<file path="config.mk">
export PLATFORM = sky130hd
export DESIGN_NAME = ul_prb_packer
export DESIGN_NICKNAME = d
export VERILOG_FILES = /design/src/rtl/ul_prb_packer.sv
export SDC_FILE = /design/constraint.sdc
export NUM_CORES = 2
export LEC_CHECK = 0
export CORE_ASPECT_RATIO = 1.75
export CORE_MARGIN = 2
export CORE_UTILIZATION = 41
export CTS_CLUSTER_SIZE = 12
export DETAILED_ROUTE_END_ITERATION = 8
export HOLD_SLACK_MARGIN = 0.03
export SYNTH_ARGS = -nofsm -noshare
export SYNTH_HDL_FRONTEND = slang
export SYNTH_SLANG_ARGS = --single-unit
</file>
<file path="constraint.sdc">
create_clock -name clk -period 16.9 [get_ports clk]
set_input_delay 4.225 -clock clk [delete_from_list [all_inputs] [get_ports clk]]
set_output_delay 4.225 -clock clk [all_outputs]
set_load 0.05 [all_outputs]
</file>
<file path="src/rtl/ul_prb_packer.sv">
// Uplink PRB packer: ping-pong PRB banks for NUM_ANT antennas, drained
// as one header plus six data words per antenna onto the CPRI buffer.
module ul_prb_packer #(
  parameter int NUM_ANT = 4,
  parameter int IQ_W    = 14,
  parameter int SHIFT_W = 4,
  parameter int ADDR_W  = 12
) (
  input  logic                        clk,
  input  logic                        rst_n,
  input  logic                        i_vld,
  input  logic                        i_sop,
  input  logic                        i_eop,
  input  logic [NUM_ANT*2*IQ_W-1:0]   i_iq,
  input  logic [NUM_ANT*SHIFT_W-1:0]  i_shift,
  input  logic [NUM_ANT*8-1:0]        i_info,
  input  logic [3:0]                  i_ch_type,
  input  logic [6:0]                  i_slot_idx,
  input  logic [3:0]                  i_sym_idx,
  input  logic [8:0]                  i_prb_idx,
  input  logic                        i_wr_ready,
  output logic                        o_cpri_wen,
  output logic [ADDR_W-1:0]           o_cpri_waddr,
  output logic [63:0]                 o_cpri_wdata,
  output logic                        o_cpri_wlast,
  output logic                        o_ovf,
  output logic                        o_err,
  output logic [15:0]                 o_drop_cnt
);

  localparam int RE_W = NUM_ANT * 2 * IQ_W;
  localparam logic [2:0] LAST_ANT = 3'(NUM_ANT - 1);

  typedef enum logic [1:0] {
    IDLE,
    HDR,
    DATA
  } st_t;

  logic [RE_W-1:0]            mem     [2][12];
  logic [3:0]                 h_ch    [2];
  logic [6:0]                 h_slot  [2];
  logic [3:0]                 h_sym   [2];
  logic [8:0]                 h_prb   [2];
  logic [NUM_ANT*SHIFT_W-1:0] h_shift [2];
  logic [NUM_ANT*8-1:0]       h_info  [2];
  logic [1:0]                 h_sop;
  logic [1:0]                 h_eop;
  logic [1:0]                 full;

  logic       fill_bank;
  logic [3:0] re_cnt;
  logic       skip;

  logic       re0;
  logic       ovf;
  logic       sop_trunc;
  logic       cut;
  logic       eop_trunc;
  logic       eff_skip;
  logic       store;
  logic       done;
  logic [3:0] eff_cnt;

  st_t                 st;
  logic                rd_bank;
  logic [2:0]          ant;
  logic [2:0]          wk;
  logic                pend;
  logic [ADDR_W-1:0]   nxt_addr;
  logic [ADDR_W-1:0]   hdr_addr;
  logic                adv;
  logic                rel;
  logic [63:0]         hdr_w;
  logic [63:0]         dat_w;
  logic [3:0]          sh4;
  logic [RE_W-1:0]     row_e;
  logic [RE_W-1:0]     row_o;
  logic [2*IQ_W-1:0]   re_e;
  logic [2*IQ_W-1:0]   re_o;

  function automatic logic [15:0] sx(input logic [IQ_W-1:0] v);
    return 16'($signed(v));
  endfunction

  // A dropped PRB keeps counting REs in skip mode so its tail is ignored.
  always_comb begin
    re0       = i_vld && (i_sop || re_cnt == 4'd0);
    sop_trunc = i_vld && i_sop && re_cnt != 4'd0 && !skip;
    ovf       = re0 && full[fill_bank];
    eff_cnt   = re0 ? 4'd0 : re_cnt;
    eff_skip  = re0 ? ovf : skip;
    cut       = i_vld && i_eop && eff_cnt != 4'd11;
    eop_trunc = cut && !eff_skip;
    store     = i_vld && !cut && !eff_skip;
    done      = store && eff_cnt == 4'd11;
  end

  assign o_ovf = ovf;
  assign o_err = sop_trunc || eop_trunc;

  always_ff @(posedge clk or negedge rst_n) begin
    if (!rst_n) begin
      re_cnt     <= '0;
      skip       <= 1'b0;
      fill_bank  <= 1'b0;
      full       <= '0;
      h_sop      <= '0;
      h_eop      <= '0;
      o_drop_cnt <= '0;
    end else begin
      if (i_vld) begin
        if (cut || eff_cnt == 4'd11) begin
          re_cnt <= '0;
          skip   <= 1'b0;
        end else begin
          re_cnt <= eff_cnt + 4'd1;
          skip   <= eff_skip;
        end
      end
      if (store && re0)
        h_sop[fill_bank] <= i_sop;
      if (done) begin
        h_eop[fill_bank] <= i_eop;
        fill_bank        <= ~fill_bank;
      end
      for (int b = 0; b < 2; b++)
        full[b] <= (full[b] && !(rel && rd_bank == 1'(b)))
                || (done && fill_bank == 1'(b));
      if ((ovf || o_err) && o_drop_cnt != 16'hFFFF)
        o_drop_cnt <= o_drop_cnt + 16'd1;
    end
  end

  always_ff @(posedge clk) begin
    if (store)
      mem[fill_bank][eff_cnt] <= i_iq;
    if (store && re0) begin
      h_ch[fill_bank]    <= i_ch_type;
      h_slot[fill_bank]  <= i_slot_idx;
      h_sym[fill_bank]   <= i_sym_idx;
      h_prb[fill_bank]   <= i_prb_idx;
      h_shift[fill_bank] <= i_shift;
      h_info[fill_bank]  <= i_info;
    end
  end

  assign adv        = !pend || i_wr_ready;
  assign rel        = adv && st == DATA && wk == 3'd5 && ant == LAST_ANT;
  assign o_cpri_wen = pend && i_wr_ready;
  assign hdr_addr   = (ant == 3'd0 && h_sop[rd_bank]) ? '0 : nxt_addr;

  always_comb begin
    sh4 = '0;
    for (int b = 0; b < 4; b++)
      if (b < SHIFT_W)
        sh4[b] = h_shift[rd_bank][int'(ant)*SHIFT_W + b];
    hdr_w = {h_ch[rd_bank], ant, h_slot[rd_bank], h_sym[rd_bank],
             h_prb[rd_bank], sh4,
             h_info[rd_bank][int'(ant)*8 +: 8], 25'd0};
    row_e = mem[rd_bank][{wk, 1'b0}];
    row_o = mem[rd_bank][{wk, 1'b1}];
    re_e  = row_e[int'(ant)*2*IQ_W +: 2*IQ_W];
    re_o  = row_o[int'(ant)*2*IQ_W +: 2*IQ_W];
    dat_w = {sx(re_e[2*IQ_W-1:IQ_W]), sx(re_e[IQ_W-1:0]),
             sx(re_o[2*IQ_W-1:IQ_W]), sx(re_o[IQ_W-1:0])};
  end

  // The output register holds one word; it advances only once consumed.
  always_ff @(posedge clk or negedge rst_n) begin
    if (!rst_n) begin
      st           <= IDLE;
      rd_bank      <= 1'b0;
      ant          <= '0;
      wk           <= '0;
      pend         <= 1'b0;
      nxt_addr     <= '0;
      o_cpri_waddr <= '0;
      o_cpri_wdata <= '0;
      o_cpri_wlast <= 1'b0;
    end else if (adv) begin
      unique case (st)
        IDLE: begin
          if (full[rd_bank]) begin
            pend         <= 1'b1;
            o_cpri_wdata <= hdr_w;
            o_cpri_waddr <= hdr_addr;
            o_cpri_wlast <= 1'b0;
            nxt_addr     <= hdr_addr + 1'b1;
            wk           <= '0;
            st           <= DATA;
          end else begin
            pend         <= 1'b0;
            o_cpri_wlast <= 1'b0;
          end
        end
        HDR: begin
          pend         <= 1'b1;
          o_cpri_wdata <= hdr_w;
          o_cpri_waddr <= hdr_addr;
          o_cpri_wlast <= 1'b0;
          nxt_addr     <= hdr_addr + 1'b1;
          wk           <= '0;
          st           <= DATA;
        end
        DATA: begin
          pend         <= 1'b1;
          o_cpri_wdata <= dat_w;
          o_cpri_waddr <= nxt_addr;
          o_cpri_wlast <= wk == 3'd5 && ant == LAST_ANT && h_eop[rd_bank];
          nxt_addr     <= nxt_addr + 1'b1;
          if (wk == 3'd5) begin
            if (ant == LAST_ANT) begin
              ant     <= '0;
              rd_bank <= ~rd_bank;
              st      <= full[~rd_bank] ? HDR : IDLE;
            end else begin
              ant <= ant + 3'd1;
              st  <= HDR;
            end
          end else begin
            wk <= wk + 3'd1;
          end
        end
        default: begin
          pend <= 1'b0;
          st   <= IDLE;
        end
      endcase
    end
  end

endmodule

</file>
==> flow_summary.html <==
<table>
<tr><th>Metric</th><th>Value</th></tr>
<tr><th colspan="2">Timing</th></tr>
<tr><td>Setup repair after global routing missed its margin</td><td>false</td></tr>
<tr><td>Final setup vio count</td><td>0</td></tr>
<tr><td>Final Hold Vio Count</td><td>0</td></tr>
<tr><td>Worst relative slew slack</td><td>a little under a fifth</td></tr>
<tr><td>Minimum period implied by the final worst setup slack</td><td>12.00 ns</td></tr>
<tr><td>Setup TNS after final layout</td><td>0 ns</td></tr>
<tr><td>Max frequency</td><td>83.3 MHz</td></tr>
<tr><td>Worst slack on hold paths</td><td>between 0.4 and 0.5 ns</td></tr>
<tr><td>Slew at the pin closest to its max-slew limit</td><td>1.23 ns</td></tr>
<tr><td>Final worst-path cycle share</td><td>71.0%</td></tr>
<tr><td>Largest clock skew in the final design</td><td>0.0593 ns</td></tr>
<tr><td>Number of max-slew violations in the final report</td><td>0</td></tr>
<tr><th colspan="2">Drt</th></tr>
<tr><td>Number of DRC markers after the initial detailed-route iteration</td><td>5,369</td></tr>
<tr><td>Sum of routed wire length over all layers</td><td>294 mm</td></tr>
<tr><td>Ratio of routed vias to standard cells</td><td>5.82</td></tr>
<tr><td>Detail-routed net length per standard cell</td><td>31.7 um</td></tr>
<tr><td>DRC Markers</td><td>0</td></tr>
<tr><td>Total via count in the routed design</td><td>53,956</td></tr>
<tr><td>Number of nets still failing antenna checks after routing</td><td>0</td></tr>
<tr><td>Count of TritonRoute iterations in the first routing pass</td><td>5</td></tr>
<tr><th colspan="2">Synth</th></tr>
<tr><td>Count of warnings emitted by yosys</td><td>0</td></tr>
<tr><td>Total of flip-flops plus latches after synthesis</td><td>between 2,000 and 3,000</td></tr>
<tr><td>Area of the mapped netlist</td><td>113,000 um^2</td></tr>
<tr><td>Adder and majority cell fraction of the synthesized area</td><td>0.155%</td></tr>
<tr><td>Largest family of logic cells by synthesized area</td><td>multiplexers</td></tr>
<tr><td>Post-synth top flop</td><td>sky130_fd_sc_hd__edfxtp_1</td></tr>
<tr><td>Share of flip-flops with an asynchronous set or reset</td><td>4.23%</td></tr>
<tr><td>Net count after synthesis</td><td>5,247</td></tr>
<tr><td>Top cells by area, synth</td><td>sky130_fd_sc_hd__edfxtp_1 (75%), sky130_fd_sc_hd__mux4_2 (15%), sky130_fd_sc_hd__dfrtp_1 (2.8%)</td></tr>
<tr><td>Register area share after synthesis</td><td>between 70 and 80%</td></tr>
<tr><td>Fraction of synthesized cell area taken by the top area cell type</td><td>75.0%</td></tr>
<tr><td>Xor/xnor cell area share of the yosys netlist</td><td>0.124%</td></tr>
<tr><td>Area share of and/or/nand/nor cells after synthesis</td><td>2.27%</td></tr>
<tr><td>Distinct cells, synth</td><td>just under 70</td></tr>
<tr><td>Cell type contributing the most total cell area after synthesis</td><td>sky130_fd_sc_hd__edfxtp_1</td></tr>
<tr><td>Synthesized area per cell</td><td>roughly 22 um^2</td></tr>
<tr><td>Mapped Cells</td><td>around 5,000</td></tr>
<tr><td>Mux share of post-synthesis cell area</td><td>16.5%</td></tr>
<tr><td>Post-synth EDFFs</td><td>2,832</td></tr>
<tr><td>Compound-Gate Fraction of Synth Area</td><td>about 1.8%</td></tr>
<tr><th colspan="2">Clocking</th></tr>
<tr><td>Buffer levels on the longest clock path</td><td>4</td></tr>
<tr><td>Clock latency on the worst-skew pair</td><td>around 0.88 ns</td></tr>
<tr><td>Number of gates given a new drive strength after cts</td><td>0</td></tr>
<tr><td>Clock tree from TritonCTS</td><td>yes</td></tr>
<tr><td>CTS buffer count</td><td>292</td></tr>
<tr><td>Buffers inserted by post-CTS timing repair</td><td>0</td></tr>
<tr><td>Count of H-tree levels built during CTS</td><td>5</td></tr>
<tr><td>Clock-pin slew on the worst setup and hold paths</td><td>0.06 ns</td></tr>
<tr><td>Buffer type at the clock tree root</td><td>sky130_fd_sc_hd__clkbuf_16</td></tr>
<tr><td>Hold buffer count at CTS</td><td>0</td></tr>
<tr><td>Num Clock Sinks</td><td>2,957</td></tr>
<tr><th colspan="2">Placed design</th></tr>
<tr><td>Placer Congestion</td><td>0.784</td></tr>
<tr><td>Port-buffer cells</td><td>285</td></tr>
<tr><td>HPWL after detailed placement</td><td>~170 mm</td></tr>
<tr><th colspan="2">Die</th></tr>
<tr><td>Initial core utilization</td><td>41.2%</td></tr>
<tr><td>Die height</td><td>699 um</td></tr>
<tr><td>Core region area</td><td>between 200,000 and 300,000 um^2</td></tr>
<tr><td>Number of I/O pins</td><td>286</td></tr>
<tr><td>Site row count</td><td>255</td></tr>
<tr><td>Die boundary width</td><td>roughly 400 um</td></tr>
<tr><td>Die area</td><td>281,000 um^2</td></tr>
<tr><th colspan="2">Cells and area</th></tr>
<tr><td>Most frequent cells in the layout</td><td>sky130_fd_sc_hd__edfxtp_1 (2,832), sky130_fd_sc_hd__mux4_2 (754), sky130_fd_sc_hd__clkbuf_16 (301)</td></tr>
<tr><td>Area growth, synth to finish</td><td>13.8%</td></tr>
<tr><td>Final nets</td><td>5,688</td></tr>
<tr><td>Fraction of final layout cells sized beyond drive strength 1</td><td>approximately 22%</td></tr>
<tr><td>Most common cell after layout, fill and taps aside</td><td>sky130_fd_sc_hd__edfxtp_1</td></tr>
<tr><th colspan="2">Status</th></tr>
<tr><td>Run status</td><td>finished, final reports clean</td></tr>
<tr><th colspan="2">Pwr</th></tr>
<tr><td>Maximum vdd ir drop</td><td>0.102 mV</td></tr>
<tr><td>Overall power after layout</td><td>roughly 0.017 W</td></tr>
<tr><td>Pwr Density</td><td>134 nW/um^2</td></tr>
<tr><td>Leakage power</td><td>39.7 nW</td></tr>
<tr><th colspan="2">Setup path</th></tr>
<tr><td>Startpoint of the worst setup timing path</td><td>i_sop</td></tr>
<tr><td>Critical register-to-register path endpoint</td><td>mem[0][609]</td></tr>
<tr><td>Category of the most critical setup path</td><td>in2out</td></tr>
<tr><td>Worst setup SP type</td><td>input pin</td></tr>
<tr><td>Crit. End Element</td><td>primary output</td></tr>
<tr><td>Crit path DAT</td><td>7.78 ns</td></tr>
<tr><td>Critical register-to-register path startpoint</td><td>re_cnt[3]</td></tr>
<tr><td>Number of cells on the worst reg-to-reg path</td><td>11</td></tr>
<tr><td>Setup slack on the worst flop-to-flop path</td><td>~10 ns</td></tr>
<tr><td>Required time at the endpoint of the critical path</td><td>12.68 ns</td></tr>
<tr><td>CP Max Fanout</td><td>7</td></tr>
<tr><th colspan="2">Global routing</th></tr>
<tr><td>Antenna violations before repair</td><td>31</td></tr>
<tr><td>Total congestion overflow after global routing</td><td>0</td></tr>
<tr><td>Pin count of the biggest net entering global routing</td><td>113</td></tr>
<tr><td>First-pass GRT wire length</td><td>420 mm</td></tr>
<tr><td>Total global routing track utilization</td><td>20.9%</td></tr>
<tr><td>Number of global-route vias before repair</td><td>57,090</td></tr>
<tr><th colspan="2">Worst hold path</th></tr>
<tr><td>Number of cells traversed by the worst hold path</td><td>2</td></tr>
<tr><td>Endpoint, Worst Hold</td><td>o_cpri_waddr[6]</td></tr>
<tr><td>Worst Hold Launch</td><td>o_cpri_waddr[6]</td></tr>
<tr><td>HP Class</td><td>reg2reg</td></tr>
<tr><th colspan="2">Run</th></tr>
<tr><td>Total of max-cap violations</td><td>0</td></tr>
</table>
registers in the layout, summed over array words and instances, names as in the netlist:
signal and cells:
h_prb 18, fill_bank 1, h_info 64, h_ch 8
ant 3, h_slot 14, pend 1, h_sop 2
o_drop_cnt 16, re_cnt 4, o_cpri_waddr 12, full 2
rd_bank 1, h_sym 8, wk 3, skip 1
st 2, o_cpri_wlast 1, h_shift 32, o_cpri_wdata 62
nxt_addr 12, mem 2688, h_eop 2
cells in the mapped netlist, drive strengths merged (21+ instances only):
master and number:
nor2 87, buf 191, a21oi 63, nand2b 21, nor3 42, edfxtp 2832
a31oi 24, o21ai 46, nand2 281, nand3 74, mux2i 117, dfrtp 125
a22oi 43, clkbuf 69, mux4 767
how the worst max path moves through the flow:
stage	endpoint	cells past startpoint
2_1_floorplan	mem[0][336]	8
3_3_place_gp	o_err	9
3_5_place_dp	o_err	9
4_1_cts	o_err	9
5_1_grt	o_err	9
6_report	o_err	9
where the power goes:
group / internal [W] / switching, W
Sequential: 0.00816 / 0.000145
Clock: 0.00331 / 0.00264
Combinational: 0.00111 / 0.00191
per-stage QoR:
step | worst slack, ns | utilization, % | std cells | cell area [um^2]
after floorplan | 2.47 | - | 5043 | 113000
after global placement | 4.81 | 43.8 | 8788 | 121000
after detailed placement | 4.99 | 43.8 | 8788 | 121000
after CTS | 4.99 | 46.8 | 9259 | 129000
after global routing | 4.63 | 46.8 | 9261 | 129000
final | 4.90 | 46.8 | 9263 | 129000
critical path: stages:
cell and delay [ns]:
sky130_fd_sc_hd__clkdlybuf4s50_1 0.57, sky130_fd_sc_hd__o21ai_0 0.58, sky130_fd_sc_hd__and2_1 0.28, sky130_fd_sc_hd__ha_1 0.27, sky130_fd_sc_hd__nor4bb_1 0.55, sky130_fd_sc_hd__nor2_1 0.22, sky130_fd_sc_hd__a22oi_1 0.21, sky130_fd_sc_hd__o31ai_1 0.13
sky130_fd_sc_hd__clkdlybuf4s50_1 0.73
layout make-up:
| type | instances | area (um^2) |
|---|---|---|
| Multi-Input combinational cell | 1810 | 23900 |
| Clock buffer | 451 | 8130 |
| Fill cell | 22453 | 146000 |
| Inverter | 16 | 80.1 |
| Tap cell | 3598 | 4500 |
| Clock inverter | 20 | 219 |
| Antenna cell | 4 | 10.0 |
| Sequential cell | 2957 | 88200 |
| Timing Repair Buffer | 407 | 3920 |
metal layers:
layer / up-vias / share of wire [%] / global-route usage, %
li1: 22115 / - / -
met1: 29383 / 37 / 25.5
met2: 1983 / 53 / 37.4
met3: 455 / 6.3 / 3.47
met4: 20 / 3.6 / 7.22
met5: - / 0.043 / 0
logic make-up (layout without fill, tap and decap cells):
kind of cell,Yosys count,after routing
AOI/OAI and AO/OA,303,303
xor gates and xnor gates,16,16
adders and majority gates,14,14
buffers and inverters,276,894
DFF,2957,2957
muxes,900,900
other,0,4
and+or+nand+nor,577,577
Note: power is estimated with default switching activity, not from simulation.
